[config.mk]
export PLATFORM = sky130hd
export DESIGN_NAME = freq_bcd_formatter
export DESIGN_NICKNAME = d
export VERILOG_FILES = /design/src/rtl/freq_bcd_formatter.sv
export SDC_FILE = /design/constraint.sdc
export NUM_CORES = 1
export LEC_CHECK = 0
export ABC_AREA = 1
export CELL_PAD_IN_SITES_DETAIL_PLACEMENT = 0
export CELL_PAD_IN_SITES_GLOBAL_PLACEMENT = 1
export CORE_MARGIN = 1.5
export CORE_UTILIZATION = 45
export CTS_BUF_LIST = sky130_fd_sc_hd__clkbuf_4 sky130_fd_sc_hd__clkbuf_8
export DETAILED_ROUTE_END_ITERATION = 7
export GPL_TIMING_DRIVEN = 0
export PLACE_DENSITY_LB_ADDON = 0.12
export SLEW_MARGIN = 20
export SYNTH_ARGS = -nofsm -noshare
export SYNTH_HDL_FRONTEND = slang
export SYNTH_SLANG_ARGS = --single-unit
export TNS_END_PERCENT = 50
[constraint.sdc]
create_clock -name Clk -period 1.9 [get_ports Clk]
set_input_delay 0.57 -clock Clk [delete_from_list [all_inputs] [get_ports Clk]]
set_output_delay 0.57 -clock Clk [all_outputs]
set_load 0.005 [all_outputs]
[src/rtl/freq_bcd_formatter.sv]
// rtl/freq_bcd_formatter.sv - binary Hz to auto-ranged 8-digit BCD display feeder
module freq_bcd_formatter #(
    parameter int IN_W = 32
) (
    input  logic            Clk,
    input  logic            Reset_n,
    input  logic [IN_W-1:0] freq_in,
    input  logic            freq_valid,
    output logic [31:0]     Disp_Data,
    output logic [2:0]      point_1,
    output logic [2:0]      point_2,
    output logic            khz_mode,
    output logic            busy,
    output logic            done
);

    typedef enum logic [1:0] {IDLE, SHIFT, RANGE, OUT} state_t;

    localparam logic [5:0] LAST_BIT = 6'(IN_W - 1);

    state_t            state, state_next;
    logic [IN_W-1:0]   shift_reg;
    logic [39:0]       bcd;
    logic [39:0]       bcd_adj;
    logic [5:0]        bit_cnt;
    logic              pend_full;
    logic [IN_W-1:0]   pend_data;
    logic [31:0]       sel_data;
    logic [2:0]        sel_p1;
    logic [2:0]        sel_p2;
    logic              sel_khz;

    function automatic logic [39:0] dabble_adj(input logic [39:0] v);
        logic [39:0] r;
        r = v;
        for (int i = 0; i < 10; i++) begin
            if (v[4*i +: 4] >= 4'd5)
                r[4*i +: 4] = v[4*i +: 4] + 4'd3;
        end
        return r;
    endfunction

    assign bcd_adj = dabble_adj(bcd);

    always_ff @(posedge Clk or negedge Reset_n) begin
        if (!Reset_n)
            state <= IDLE;
        else
            state <= state_next;
    end

    always_comb begin
        state_next = state;
        case (state)
            IDLE:    if (freq_valid || pend_full) state_next = SHIFT;
            SHIFT:   if (bit_cnt == LAST_BIT) state_next = RANGE;
            RANGE:   state_next = OUT;
            OUT:     state_next = IDLE;
            default: state_next = IDLE;
        endcase
    end

    always_ff @(posedge Clk or negedge Reset_n) begin
        if (!Reset_n) begin
            shift_reg <= '0;
            bcd       <= '0;
            bit_cnt   <= '0;
            pend_full <= 1'b0;
            pend_data <= '0;
            sel_data  <= '0;
            sel_p1    <= 3'd0;
            sel_p2    <= 3'd4;
            sel_khz   <= 1'b0;
            Disp_Data <= '0;
            point_1   <= 3'd0;
            point_2   <= 3'd4;
            khz_mode  <= 1'b0;
            busy      <= 1'b0;
            done      <= 1'b0;
        end else begin
            done <= 1'b0;
            // A strobe outside IDLE parks in the one-deep slot; newest value wins.
            if (state != IDLE && freq_valid) begin
                pend_full <= 1'b1;
                pend_data <= freq_in;
            end
            case (state)
                IDLE: begin
                    if (pend_full || freq_valid) begin
                        shift_reg <= pend_full ? pend_data : freq_in;
                        bcd       <= '0;
                        bit_cnt   <= '0;
                        busy      <= 1'b1;
                    end
                    if (pend_full) begin
                        pend_full <= freq_valid;
                        if (freq_valid)
                            pend_data <= freq_in;
                    end
                end
                SHIFT: begin
                    bcd       <= (bcd_adj << 1) | {39'd0, shift_reg[IN_W-1]};
                    shift_reg <= shift_reg << 1;
                    bit_cnt   <= bit_cnt + 6'd1;
                end
                RANGE: begin
                    if (bcd[39:36] != 4'd0) begin
                        sel_data <= bcd[39:8];
                        sel_p1   <= 3'd1;
                        sel_p2   <= 3'd0;
                        sel_khz  <= 1'b1;
                    end else if (bcd[35:32] != 4'd0) begin
                        sel_data <= bcd[35:4];
                        sel_p1   <= 3'd2;
                        sel_p2   <= 3'd1;
                        sel_khz  <= 1'b1;
                    end else begin
                        sel_data <= bcd[31:0];
                        sel_p1   <= 3'd0;
                        sel_p2   <= 3'd4;
                        sel_khz  <= 1'b0;
                    end
                end
                OUT: begin
                    Disp_Data <= sel_data;
                    point_1   <= sel_p1;
                    point_2   <= sel_p2;
                    khz_mode  <= sel_khz;
                    busy      <= 1'b0;
                    done      <= 1'b1;
                end
                default: ;
            endcase
        end
    end

endmodule

* Word level (Yosys, flattened, before mapping)
Index checks and enable logic that the tools add are counted.
Word-level totals: output and inout bits 41, bits in registers 193, input bits 35, memories 0, RAM bits 0, logic and storage cells 93, bits in latches 0, bits in read-only memories 0
Cells by class: equal/unequal tests 6, reduce and logical (&&, ||, !) cells 11, order comparisons 10, shift-type cells 0, mux-type cells 38, bitwise gates (word level) 1, div/mod/pow operators 0, $mul 0, $add $sub $neg 11
Operators by type and width (count):
- $mux 32 | 8
- $pmux 40 s2 | 1
- $pmux 32 s2 | 1
- $ge 4x3->1 const B | 10
- $mux 40 | 1
- $or 40x1->40 | 1
- $add 4x2->4 const B | 9
- $mux 4 | 9
- $pmux 6 s2 | 1
- $mux 3 | 3
- $mux 2 | 4
- $pmux 2 s4 | 1
- $reduce_bool 4->1 | 2
- $mux 1 | 7
- $add 6x1->6 const B | 1
- $eq 6x5->1 const B | 1
- $mux 6 | 1
- $reduce_and 2->1 | 3
- $reduce_bool 2->1 | 3
- $eq 2x2->1 const B | 2
- $ne 2x2->1 const B | 2
- $add 3x2->3 const B | 1
- $eq 2x1->1 const B | 1
- $logic_not 2->1 | 1
- 3 further kinds | 3

* Depth between registers and ports, before layout
depth in word-level cells 6, gate-level depth with buffers 9, gate-level depth less buffers 9

* Worst setup path before layout
No wires, ideal clock.
path type register to register, start point register state[0], end point register shift_reg[1], path buffers 2, path slack 370 ps, period minus slack after synthesis 1530 ps, required time 1776 ps, data arrival time 1406 ps, setup time 124 ps, stages on the path, launching flop included 10, path through dfrtp_1 -> inv_1 -> ha_1 -> nand2_2 -> nor2_2 -> nor2_4 -> buf_4 -> buf_6 -> o211ai_1 -> nand2_1
On the way: word-level cells in the longest chain between the ends 3, elaborated cells between the ends (all ways) 6, classes of those cells eq/ne (2); mux (1); reduce/logical (3)
RTL lines:
- from (decl) | RTL line 21 | state_t state, state_next;
- from (signal assigned) | RTL line 49 | state <= state_next;
- $eq 2x1->1 / $logic_not 2->1 (equally long branches) | RTL line 87 | case (state)
- $reduce_bool 2->1 (no source line) / $ne 2x2->1 (equally long branches)
- $reduce_and 2->1 (no source line)
- to (signal assigned) | RTL line 90 | shift_reg <= pend_full ? pend_data : freq_in;
- to (signal assigned) | RTL line 103 | shift_reg <= shift_reg << 1;
- to (decl) | RTL line 22 | logic [IN_W-1:0] shift_reg;
Several ways; a longest one is shown, not always the timed one. A chain may end at the register's enable or synchronous reset.

* Worst setup path after layout
start point register point_2[0], end point output port point_2[0]
RTL lines:
- from (decl) | RTL line 11 | output logic [2:0] point_2,
- from (signal assigned) | RTL line 127 | point_2 <= sel_p2;
No word-level cell between the ends.

==> out/qor.txt <==
First DRT Iteration DRCs: 492
post-synth cell types: 31
final worst-path cycle share: 95.74%
Syn Area/Cell: 7.678 µm²
Yosys warnings: 0
reg2reg end: sel_data[3]
Total Routed Length: 22980 µm
drt drc: 0
max-cap viol count: 0
Worst Hold Launch: sel_data[4]
peak supply drop: 857.4 µV
Worst Skew: 0.01462 ns
Worst setup SP type: flop
top-area cell type share of the netlist area: 48.70%
CP required: 1.33 ns
die height: 148.3 µm
chip width: 148.3 µm
Placed Cells: 1584
layout cells sized above 1: 9.185%
grt ovf: 0
via count: 8073
Layout area overhead: 17.41%
WHS Endpoint: Disp_Data[4]
post-route insts no fill: 1620
Worst Path Arrival: 1.25 ns
worst path bufs/invs: 2
status: finished, final reports clean
CP Class: reg -> out
Seq/Total Area, Yosys: 49.26%
CP delay by family, top: flip-flops
num rows: 52
commonest non-fill, non-tap cell in the layout: nand2_1
cell leakage power: 5.832 nW
critical path capture point type: output pin
Max Slew Vio Count: 0
number of I/O pins: 76
ant diodes: 0
Worst Reg2Reg Path Length in Cells: 9
Hold Crit Depth: 2
root buffer cell: clkbuf_8
Clock Sink Count: 187
Yosys top cell by area: dfrtp_1
GRT Util Overall: 22.32%
crit path time final: 1.819 ns
CTS Buffer Depth: 2
post-route design area: 11160 µm²
Die Area: 22000 µm²
PwrDens: 1398 nW/µm²
CP max FO: 3
most frequent cells in the layout: nand2_1 (430), dfrtp_1 (185), o21ai_0 (132)
Setup-failing EPs final: 0
Post-DP Area: 10640 µm²
CTS tree: built
# fillers: 2012
TritonCTS buffer count: 17
Initial Util: 46.38%
vias in the first global route: 7732
WL/cell: 14.19 µm
Min Hold Slack: 0.4670 ns
vias per cell: 4.983
Syn Inst Count: 1238
fmax: 549.7 MHz
worst skew pair latency: 0.47 ns
first-pass GRT wire length: 39060 µm
dpl hpwl: 16200 µm
Critical R2R Launch: state[0]
nets@finish: 1397
largest net degree at the start of global routing: 88
worst hold path type: reg -> reg
cells along the critical path: buf_4 -> dlygate4sd2_1
gpl congestion: 0.8740
Slew HR: 63.17%
H-tree levels: 4
Initial DRT Pass Iterations: 5
antenna violations before repair: 0
clk slew on worst S/H paths: 0.10 ns
slowest stage cell, crit path: dfrtp_1
I/O Buffers: 73
total power: 15.60 mW
cell area after synthesis: 9505 µm²
Routed Antenna Nets: 0
final-report hold violation count: 0
Critical Path Max Stage Delay: 0.40 ns
Area contributors post-synth: dfrtp_1 (49%), nand2_1 (17%), o21ai_0 (7.1%)
total core area: 20490 µm²
Worst-Margin Slew: 0.5525 ns
reg-to-reg slack, setup: 0.09 ns
Yosys reg bits: 187
## where the power goes
part           switching (mW)  total, mW  leakage [nW]  internal, mW
Sequential              0.593       5.78          2.41          5.19
Clock                    1.49       3.14         0.241          1.65
Combinational            4.09       6.68          3.18          2.58
Total                    6.17       15.6          5.83          9.43
## worst reg2reg max path: stages, from the launching register on
cell	delay, ns
dfrtp_1	0.43
inv_1	0.10
ha_1	0.16
clkbuf_4	0.22
clkbuf_1	0.37
nand2_1	0.13
nand2_1	0.09
nand3_1	0.09
nand2_1	0.08
inv_1	0.04
## logic make-up (layout without fill, tap and decap cells)
group,Yosys count,after routing,share of synthesized area [%]
other cells,1,2,0.03945
flops,187,187,49.26
fa+ha+maj,25,25,3.291
mux,2,2,0.2238
buf+inv,179,290,8.161
compound gates,226,226,12.29
xor+xnor,1,1,0.09216
simple gates,617,617,26.64
## layer usage
metal	share of wire (%)	GRT usage (%)	up-vias
li1	-	-	4155
met1	48	31.16	3720
met2	48	36.73	175
met3	3.5	2.914	23
met4	1.2	5.990	0
met5	0	0	-
## stage by stage
step	setup TNS, ns	setup WS [ns]	utilization, %
2_1_floorplan	0	0.3697	-
3_3_place_gp	-1488.39	-7.900	51.61
3_5_place_dp	-22.49	-0.3645	51.90
4_1_cts	0	0.01646	54.29
5_1_grt	-0.009853	-0.005401	54.46
6_report	0	0.08086	54.46
## timing repair
| action | 4_1_cts | 5_1_grt |
|---|---|---|
| hold buffers | 1 | 0 |
| pin swaps | 2 | 1 |
| setup endpoints to repair | 97 | 118 |
| gates resized for setup | 49 | 25 |
| buffers inserted | 3 | 0 |
| endpoints found under the hold margin | 22 | 0 |
## cells in the mapped netlist (all sizes together)
cell,n
clkbuf,26
dfrtp,185
conb,1
buf,40
inv,113
a21boi,5
o21a,2
a21oi,26
o22ai,8
nand4,18
o211ai,1
mux2i,1
or2,19
mux2,1
nand2,432
o21ai,181
nor2,77
o21bai,3
xor2,1
dfstp,2
nand3,71
ha,25
## cell type report
type	instances	area [µm²]	area share [%]
tap	270	337.8	3.027
sequential	187	4682	41.95
inverter	113	424.2	3.800
timing repair buffer	79	778.2	6.973
buffer	66	381.6	3.419
multi-input combinational	873	4084	36.59
clock buffer	20	262.8	2.354
clock inverter	12	210.2	1.883
## how the worst max path moves through the flow
stage               start      endpoint  slack [ns]  cells after the start
6_report       point_2[0]    point_2[0]        0.08                      2
2_1_floorplan    state[0]  shift_reg[1]        0.37                      9
3_3_place_gp      Reset_n     async pin       -7.90                      1
4_1_cts          state[1]       bcd[19]        0.02                      6
3_5_place_dp   freq_valid       bcd[32]       -0.36                      8
5_1_grt          state[0]   sel_data[1]      -0.005                     10
Note: power is estimated with default switching activity, not from simulation.
